`src/rtl/sar_sequencer.sv`:
```
// Round-robin scheduler sharing one SAR ADC between NCH requesters.
// Optional multi-sample averaging per grant is enabled by defining SAR_SEQ_AVG_EN.
module sar_sequencer #(
    parameter int NCH      = 4,
    parameter int CH_W     = 2,
    parameter int NSTEP    = 10,
    parameter int SETTLE   = 8,
    parameter int TIMEOUT  = 64,
    parameter int AVG_LOG2 = 2
) (
    input  logic             f100m_clk,
    input  logic             rstb,
    input  logic [NCH-1:0]   req,
    output logic [NCH-1:0]   ack,
    output logic             res_valid,
    input  logic             res_ready,
    output logic [CH_W-1:0]  res_ch,
    output logic [NSTEP-1:0] res_code,
    output logic             res_err,
    output logic             busy,
    output logic [CH_W-1:0]  mux_sel,
    output logic             sar_soc,
    input  logic             sar_eoc,
    input  logic             sar_err,
    input  logic [NSTEP-1:0] sar_code
);

    typedef enum logic [1:0] {S_IDLE, S_SETTLE, S_CONVERT, S_RESULT} state_t;

    localparam int CNT_W = 10;
`ifdef SAR_SEQ_AVG_EN
    localparam int AVG_SH = AVG_LOG2;
`else
    localparam int AVG_SH = 0 * AVG_LOG2;
`endif
    localparam int ACC_W = NSTEP + AVG_SH;

    state_t           state;
    logic [CH_W-1:0]  ptr;
    logic [CNT_W-1:0] cnt;
    logic [ACC_W-1:0] acc;
    logic [ACC_W-1:0] acc_sum;
    logic             eoc_q, err_q;
    logic             eoc_edge, err_edge;
    logic             last_smp;
    logic [NCH-1:0]   rot;
    logic             gnt_vld;
    logic [CH_W-1:0]  gnt_ch;

    assign eoc_edge = sar_eoc ^ eoc_q;
    assign err_edge = sar_err ^ err_q;
    assign acc_sum  = acc + ACC_W'(sar_code);

    // Rotate requests so bit 0 is the pointer; the lowest set bit is the winner.
    always_comb begin
        logic [CH_W:0] sum;
        gnt_vld = 1'b0;
        gnt_ch  = '0;
        sum     = '0;
        rot     = NCH'({req, req} >> ptr);
        for (int i = NCH - 1; i >= 0; i--) begin
            if (rot[i]) begin
                gnt_vld = 1'b1;
                sum     = {1'b0, ptr} + (CH_W+1)'(i);
            end
        end
        if (int'(sum) >= NCH)
            sum = sum - (CH_W+1)'(NCH);
        gnt_ch = sum[CH_W-1:0];
    end

    always_comb begin
        ack = '0;
        if (res_valid && res_ready)
            ack[res_ch] = 1'b1;
    end

`ifdef SAR_SEQ_AVG_EN
    localparam int NSAMP = 1 << AVG_LOG2;
    logic [AVG_LOG2:0] smp;

    always_ff @(posedge f100m_clk) begin
        if (!rstb)
            smp <= '0;
        else if (state == S_IDLE)
            smp <= '0;
        else if (state == S_CONVERT && eoc_edge && !err_edge)
            smp <= smp + 1'b1;
    end
    assign last_smp = (int'(smp) == NSAMP - 1);
`else
    assign last_smp = 1'b1;
`endif

    always_ff @(posedge f100m_clk) begin
        if (!rstb) begin
            state     <= S_IDLE;
            ptr       <= '0;
            cnt       <= '0;
            acc       <= '0;
            mux_sel   <= '0;
            res_valid <= 1'b0;
            res_ch    <= '0;
            res_code  <= '0;
            res_err   <= 1'b0;
            busy      <= 1'b0;
            sar_soc   <= 1'b0;
            eoc_q     <= sar_eoc;
            err_q     <= sar_err;
        end else begin
            eoc_q <= sar_eoc;
            err_q <= sar_err;
            case (state)
                S_IDLE: begin
                    if (gnt_vld) begin
                        mux_sel <= gnt_ch;
                        cnt     <= CNT_W'(SETTLE);
                        acc     <= '0;
                        busy    <= 1'b1;
                        state   <= S_SETTLE;
                    end
                end
                S_SETTLE: begin
                    if (cnt == '0) begin
                        sar_soc <= ~sar_soc;
                        cnt     <= CNT_W'(TIMEOUT);
                        state   <= S_CONVERT;
                    end else begin
                        cnt <= cnt - 1'b1;
                    end
                end
                S_CONVERT: begin
                    // An error on any sample aborts the whole grant.
                    if (err_edge || (!eoc_edge && cnt == '0)) begin
                        res_valid <= 1'b1;
                        res_ch    <= mux_sel;
                        res_code  <= '0;
                        res_err   <= 1'b1;
                        state     <= S_RESULT;
                    end else if (eoc_edge) begin
                        if (last_smp) begin
                            res_valid <= 1'b1;
                            res_ch    <= mux_sel;
                            res_code  <= NSTEP'(acc_sum >> AVG_SH);
                            res_err   <= 1'b0;
                            state     <= S_RESULT;
                        end else begin
                            acc   <= acc_sum;
                            cnt   <= CNT_W'(SETTLE);
                            state <= S_SETTLE;
                        end
                    end else begin
                        cnt <= cnt - 1'b1;
                    end
                end
                S_RESULT: begin
                    if (res_ready) begin
                        res_valid <= 1'b0;
                        busy      <= 1'b0;
                        ptr       <= (res_ch == CH_W'(NCH - 1)) ? '0 : res_ch + 1'b1;
                        state     <= S_IDLE;
                    end
                end
                default: state <= S_IDLE;
            endcase
        end
    end

endmodule

```
`config.mk`:
```
export PLATFORM = sky130hd
export DESIGN_NAME = sar_sequencer
export DESIGN_NICKNAME = d
export VERILOG_FILES = /design/src/rtl/sar_sequencer.sv
export SDC_FILE = /design/constraint.sdc
export NUM_CORES = 1
export LEC_CHECK = 0
export ABC_AREA = 0
export CAP_MARGIN = 20
export CORE_MARGIN = 3
export CORE_UTILIZATION = 45
export DETAILED_ROUTE_END_ITERATION = 12
export MAX_ROUTING_LAYER = met4
export PLACE_DENSITY_LB_ADDON = 0.2
export SKIP_CTS_REPAIR_TIMING = 1
export SLEW_MARGIN = 10
export SYNTH_ARGS = -nofsm -noshare
export SYNTH_HDL_FRONTEND = slang
export SYNTH_SLANG_ARGS = --single-unit
```
`constraint.sdc`:
```
create_clock -name f100m_clk -period 2.16 [get_ports f100m_clk]
set_input_delay 0.432 -clock f100m_clk [delete_from_list [all_inputs] [get_ports f100m_clk]]
set_output_delay 0.432 -clock f100m_clk [all_outputs]
set_load 0.01 [all_outputs]
```
==> results of run 1 <==
[routing by layer]
layer	share of wire (%)	wire (µm)	vias up	global-route usage [%]
met2	45	1810	40	27.3
met1	49	1950	754	24.9
met3	5.4	217	4	6.32
met5	0	0	-	-
met4	0.77	31	0	5.84
li1	-	-	862	-
[path summary, 6_finish.rpt]
| kind | startpoint | to | slack, ps | depth (start not counted) |
|---|---|---|---|---|
| setup reg to reg | state[0]$_SDFFE_PN0P_ | cnt[1]$_SDFFE_PN0P_ | 240 | 8 |
| hold reg to reg | cnt[1]$_SDFFE_PN0P_ | cnt[1]$_SDFFE_PN0P_ | 490 | 2 |
| hold / removal | cnt[1]$_SDFFE_PN0P_ | cnt[1]$_SDFFE_PN0P_ | 490 | 2 |
| setup / recovery | res_ready | ack[0] | 50 | 3 |
[cell families (layout without fill, tap and decap cells)]
family,Yosys count,in the layout
adders and majority gates,10,10
and+or+nand+nor,82,82
AOI/OAI and AO/OA,55,55
buffers and inverters,22,78
xor gates and xnor gates,3,3
DFF,34,34
muxes,5,5
[metrics by stage]
stage	hold WS, ps	setup WS (ps)
floorplan	458	485
global placement	477	17.9
detailed placement	482	-28.0
CTS	490	45.0
global route	531	10.9
finish	492	45.7
[flip-flops by register name, indices dropped and copies added, names as in the netlist, 2 cells and up]
signal,count
cnt,10
res_code,10
mux_sel,2
ptr,2
res_ch,2
state,2
[area by class of cell]
type / instances / area, µm² / share of cell area (%)
clock inverter: 2 / 12.5 / 0.521
clock buffer: 6 / 82.6 / 3.44
inverter: 13 / 48.8 / 2.03
timing repair buffer: 57 / 528 / 22.0
multi-input combinational: 155 / 990 / 41.2
sequential: 34 / 682 / 28.4
tap: 48 / 60.1 / 2.50
[layout by cell type (no fill, tap or decap), drive strengths merged, types with 2 or more instances in the layout]
cell | netlist | routed
ha | 10 | 10
o21ai | 4 | 4
o32ai | 3 | 3
a21oi | 21 | 21
and3 | 4 | 4
and2 | 4 | 4
a31oi | 3 | 3
xnor2 | 3 | 3
clkinv | 1 | 2
a22oi | 10 | 10
nand3 | 6 | 6
clkbuf | 5 | 6
nor4 | 3 | 3
nand2 | 23 | 23
a21o | 2 | 2
buf | 4 | 17
or3 | 4 | 4
o22ai | 4 | 4
nand2b | 4 | 4
inv | 12 | 12
dfxtp | 34 | 34
mux2i | 5 | 5
nor2 | 23 | 23
clkdlybuf4s50 | 0 | 40
nor3 | 8 | 8
[power groups by stage]
stage / logic (µW) / registers [µW] / clock network, µW
CTS: 1440 / 832 / 502
global route: 1600 / 850 / 534
floorplan: 1030 / 843 / 0
global placement: 1420 / 843 / 0
finish: 1440 / 833 / 488
detailed placement: 1430 / 844 / 0
[critical path, stage by stage]
cell,delay (ps)
clkdlybuf4s50_1,530
and3_1,170
clkdlybuf4s50_1,540
==> results.yml, run 1 <==
outcome:
  status: "finished clean"
cells_and_area:
  final_cells: 315
  final_util_pct: 64.7
  fillers: 330
  area_growth_pct: 35.6
  diodes: 0
  fin_nets: 295
  drive_gt1_share_pct: 12.7
  finalInstanceArea_um2: 2400
sta:
  hold_viol_final: 0
  rsz0062_at_grt: "false"
  maxSlewViolCount: 0
  timing.slew.headroom_pct: 67.8
  setup_violations: 0
  clock_skew_ps: 8.12
  fin_tns_setup_ps: 0
  worst_pin_slew_ps: 479
  fin_crit_sh_pct: 97.9
  max_freq_mhz: 473
  fin_crit_ps: 2110
pwr:
  vdd_drop_max_mv: 0.664
  swShare_pct: 40.2
  finalPower_uw: 2760
  pwr-share-seq_pct: 30.2
  power_leakage_uw: 0.000990
  internal-power_uw: 1650
  cellPowerDensity_nw_per_um2: 1150
  p_sw_uw: 1110
  pwr-share-comb_pct: 52.1
  power_frac_clock_pct: 17.7
logic_synthesis:
  synth_top_area_cell: "dfxtp_1"
  synth_mux_area_share_pct: 2.82
  yosysUniqueCellTypes: 42
  ys_warn_count: 0
  ys_ff_latch: 34
  synth-main-ff-cell: "dfxtp_1"
  ys_seq_area_share_pct: 38.4
  synthCells: 211
  synth_top_area_share_pct: 38.4
  avgSynthCellArea_um2: 8.40
  synth.area.top_cells: "dfxtp_1, ha_1, a21oi_1, nand2_1, nor2_1"
  synth_compound_area_share_pct: 20.7
  netlist_area_um2: 1770
  syn_nets: 240
  synth_top_cells_by_count: "dfxtp_1, nand2_1, nor2_1"
  yosysMostFrequentCell: "dfxtp_1"
  synth_top_family_by_area: "simple AND/OR/NAND/NOR gates"
  synthAdderAreaFrac_pct: 7.06
  synthArstFlopShare_pct: 0
  synth_edf_count: 0
  synth_xor_area_share_pct: 1.48
  synth-simple-area-share_pct: 23.7
routing:
  vias: 1660
  drt-total-wl_um: 4010
  ant_nets: 0
  firstDrtPassIters: 4
  avgViaCountPerCell: 5.27
  drc_errors: 0
  drt_iter0_drc: 51
  wl_per_cell_um: 12.7
placed_design:
  place_area_um2: 2310
  port_buffers: 40
  dp.cells: 307
  place_congestion: 0.816
  dp_hpwl_um: 2990
global_routing:
  grt_usage_pct: 18.9
  grt_first_pass_wirelength_um: 6530
  gr-total-overflow: 0
  grt_pass1_vias: 1505
  grt_max_degree: 17
  antenna_found_initial: 0
job:
  drv_cap: 0
critical_path:
  crit_fanout: 5
  required_ps: 1730
  arrival_ps: 1680
  crit_type: "in -> out"
  critPathCaptureType: "primary output"
  critPathLaunchType: "primary input"
die:
  die-area_um2: 4730
  io_pins: 41
  dieWidth_um: 68.8
  die_h_um: 68.8
  rows: 22
  core_um2: 3720
  initial_core_util_pct: 47.7
clock_tree:
  clk_pin_slew_ps: 60
  cts_buffers: 5
  worstSkewPairLatency_ps: 290
  cts.sinks: 34
  cts_buffer_depth: 2
  clock_tree.root_cell: "clkbuf_8"
  cts_tree: "yes"
  ctsHtreeMaxLevel: 2
min_path:
  hp-class: "reg -> reg"
Power figures use the tool's default switching activity.
==> inputs of run 2 (changes only) <==
Settings changed: CAP_MARGIN 20 to 5.
==> results of run 2 <==
No change in the layout: final DEF, timing and power equal those of run 1.
==> inputs of run 3 (changes only) <==
--- a/constraint.sdc
+++ b/constraint.sdc
@@ -3,2 +3,2 @@
 set_output_delay 0.432 -clock f100m_clk [all_outputs]
-set_load 0.01 [all_outputs]
+set_load 0.005 [all_outputs]
==> run 3 against run 2 <==
Via count grew 0.48%; sequential cell count is the same; non-clock buffer count stayed put; first-iteration DRC count grew 16%; die area unchanged; register-to-register slack about the same; final area fell by 0.21%; worst hold slack about the same; critical path type unchanged; largest power group unchanged.
==> results.yml, run 3 (same netlist as run 1, synthesis figures left out) <==
sta:
  hold_viol_final: 0
  setup_ws_ps: 81.6
  max_freq_mhz: 481
  fin_tns_setup_ps: 0
  fin_crit_ps: 2080
  setup_violations: 0
  timing.slew.headroom_pct: 66.3
  clock_skew_ps: 10.3
  maxSlewViolCount: 0
  fin_crit_sh_pct: 96.2
  rsz0062_at_grt: "false"
  worst_pin_slew_ps: 492
clock_tree:
  cts_buffer_depth: 2
  clk_pin_slew_ps: 60
  clock_tree.root_cell: "clkbuf_8"
  ctsHtreeMaxLevel: 2
  cts_buffers: 5
  cts_tree: "yes"
  worstSkewPairLatency_ps: 290
  cts.sinks: 34
critical_path:
  crit_fanout: 5
  cpPeakStageDelay_ps: 530
  timing.rr.start: "state[0]$_SDFFE_PN0P_"
  path_cells: "clkdlybuf4s50_1 -> and3_1 -> clkdlybuf4s50_1"
  worst_path_max_delay_cell: "clkdlybuf4s50_1"
  critPathLaunchType: "primary input"
  required_ps: 1730
  ff2ff_setup_slack_ps: 230
  reg2reg_to: "cnt[5]$_SDFFE_PN0P_"
  arrival_ps: 1650
  reg2regPathDepth: 6
  crit_type: "in -> out"
  cp_common_cell: "clkdlybuf4s50_1"
  critPathCaptureType: "primary output"
  crit_buf_inv: 2
  crit_family: "buffers and inverters"
pwr:
  vdd_drop_max_mv: 0.657
  internal-power_uw: 1650
  pwr-share-seq_pct: 30.3
  pwr-share-comb_pct: 52.2
  power_leakage_uw: 0.000990
  p_sw_uw: 1090
  cellPowerDensity_nw_per_um2: 1140
  swShare_pct: 39.8
  power_frac_clock_pct: 17.5
routing:
  drt_iter0_drc: 59
  ant_nets: 0
  avgViaCountPerCell: 5.30
  wl_per_cell_um: 12.8
  vias: 1668
  drc_errors: 0
  drt-total-wl_um: 4030
  firstDrtPassIters: 4
global_routing:
  grt_usage_pct: 19.1
  grt_pass1_vias: 1544
  grt_first_pass_wirelength_um: 6670
  grt_max_degree: 17
  gr-total-overflow: 0
  antenna_found_initial: 0
cells_and_area:
  area_growth_pct: 35.3
  fin_nets: 295
  final_cell_mix: "clkdlybuf4s50_1, dfxtp_1, nor2_1, nand2_1, a21oi_1"
  mostFrequentLayoutCell: "clkdlybuf4s50_1"
  diodes: 0
  drive_gt1_share_pct: 12.0
  top_regs: "cnt: 10 flops, res_code: 10 flops"
die:
  core_um2: 3720
  initial_core_util_pct: 47.7
  io_pins: 41
  dieWidth_um: 68.8
  die_h_um: 68.8
  rows: 22
  die-area_um2: 4730
placed_design:
  place_congestion: 0.823
  dp_hpwl_um: 2970
  port_buffers: 40
  pre_cts_slack_ps: -42.5
min_path:
  hp-class: "reg -> reg"
  min_to: "cnt[1]$_SDFFE_PN0P_"
  min-delay-start: "cnt[1]$_SDFFE_PN0P_"
  worstHoldPathCells: 2
job:
  drv_cap: 0
outcome:
  status: "finished clean"
-- run 3: changes by cell type in the layout (fill, tap and decap cells not counted), sizes merged --
cell / before / now
clkbuf: 6 / 7
clkinvlp: 1 / 0
-- run 3: how the worst max path moves through the flow --
stage	from	endpoint	slack, ps	depth (start not counted)
after CTS	res_ready	ack[0]	70	3
after global routing	res_ch[0]$_SDFFE_PN0P_	ack[2]	30	4
after floorplan	cnt[0]$_SDFFE_PN0P_	res_code[4]$_SDFFE_PN0P_	480	8
after detailed placement	sar_err	cnt[1]$_SDFFE_PN0P_	-40	7
final	res_ready	ack[2]	80	3
after global placement	sar_err	cnt[1]$_SDFFE_PN0P_	20	7
-- run 3: stage by stage --
step	instance area (µm²)	utilization [%]	cells	total power (µW)	hold slack, ps
finish	2400	64.5	315	2740	492
global route	2400	64.5	315	2960	533
CTS	2400	64.5	315	2760	495
detailed placement	2310	62.1	307	2270	487
global placement	2310	62.1	307	2250	478
floorplan	1770	-	211	1850	458
-- run 3: final cells by class --
cell class	instances	area [µm²]
clock inverter	1	5.00
clock buffer	7	86.3
tap	48	60.1
timing repair buffer	57	528
sequential	34	681
inverter	13	48.8
multi-input combinational	155	990
fill	331	1320
-- run 3: worst reg2reg max path, stage by stage (launching register included) --
cell	delay [ps]
dfxtp_1	400
inv_1	80
ha_1	320
o21ai_0	110
o21ba_2	380
nand3_1	230
o32ai_1	320
-- run 3: metal layers --
metal  global-route usage, %  vias to the layer above  part of all wire, %
met2                    28.0                       40                   44
met1                    25.7                      768                   50
met5                       -                        -                    0
li1                        -                      858                    -
met4                    5.11                        0                 0.47
met3                    5.35                        2                  5.4
-- run 3: power by group through the flow --
stage          sequential [µW]  clock (µW)  combinational [µW]
2_1_floorplan              827           0                1030
3_3_place_gp               842           0                1410
3_5_place_dp               843           0                1420
4_1_cts                    830         492                1430
5_1_grt                    848         520                1590
6_report                   831         480                1430
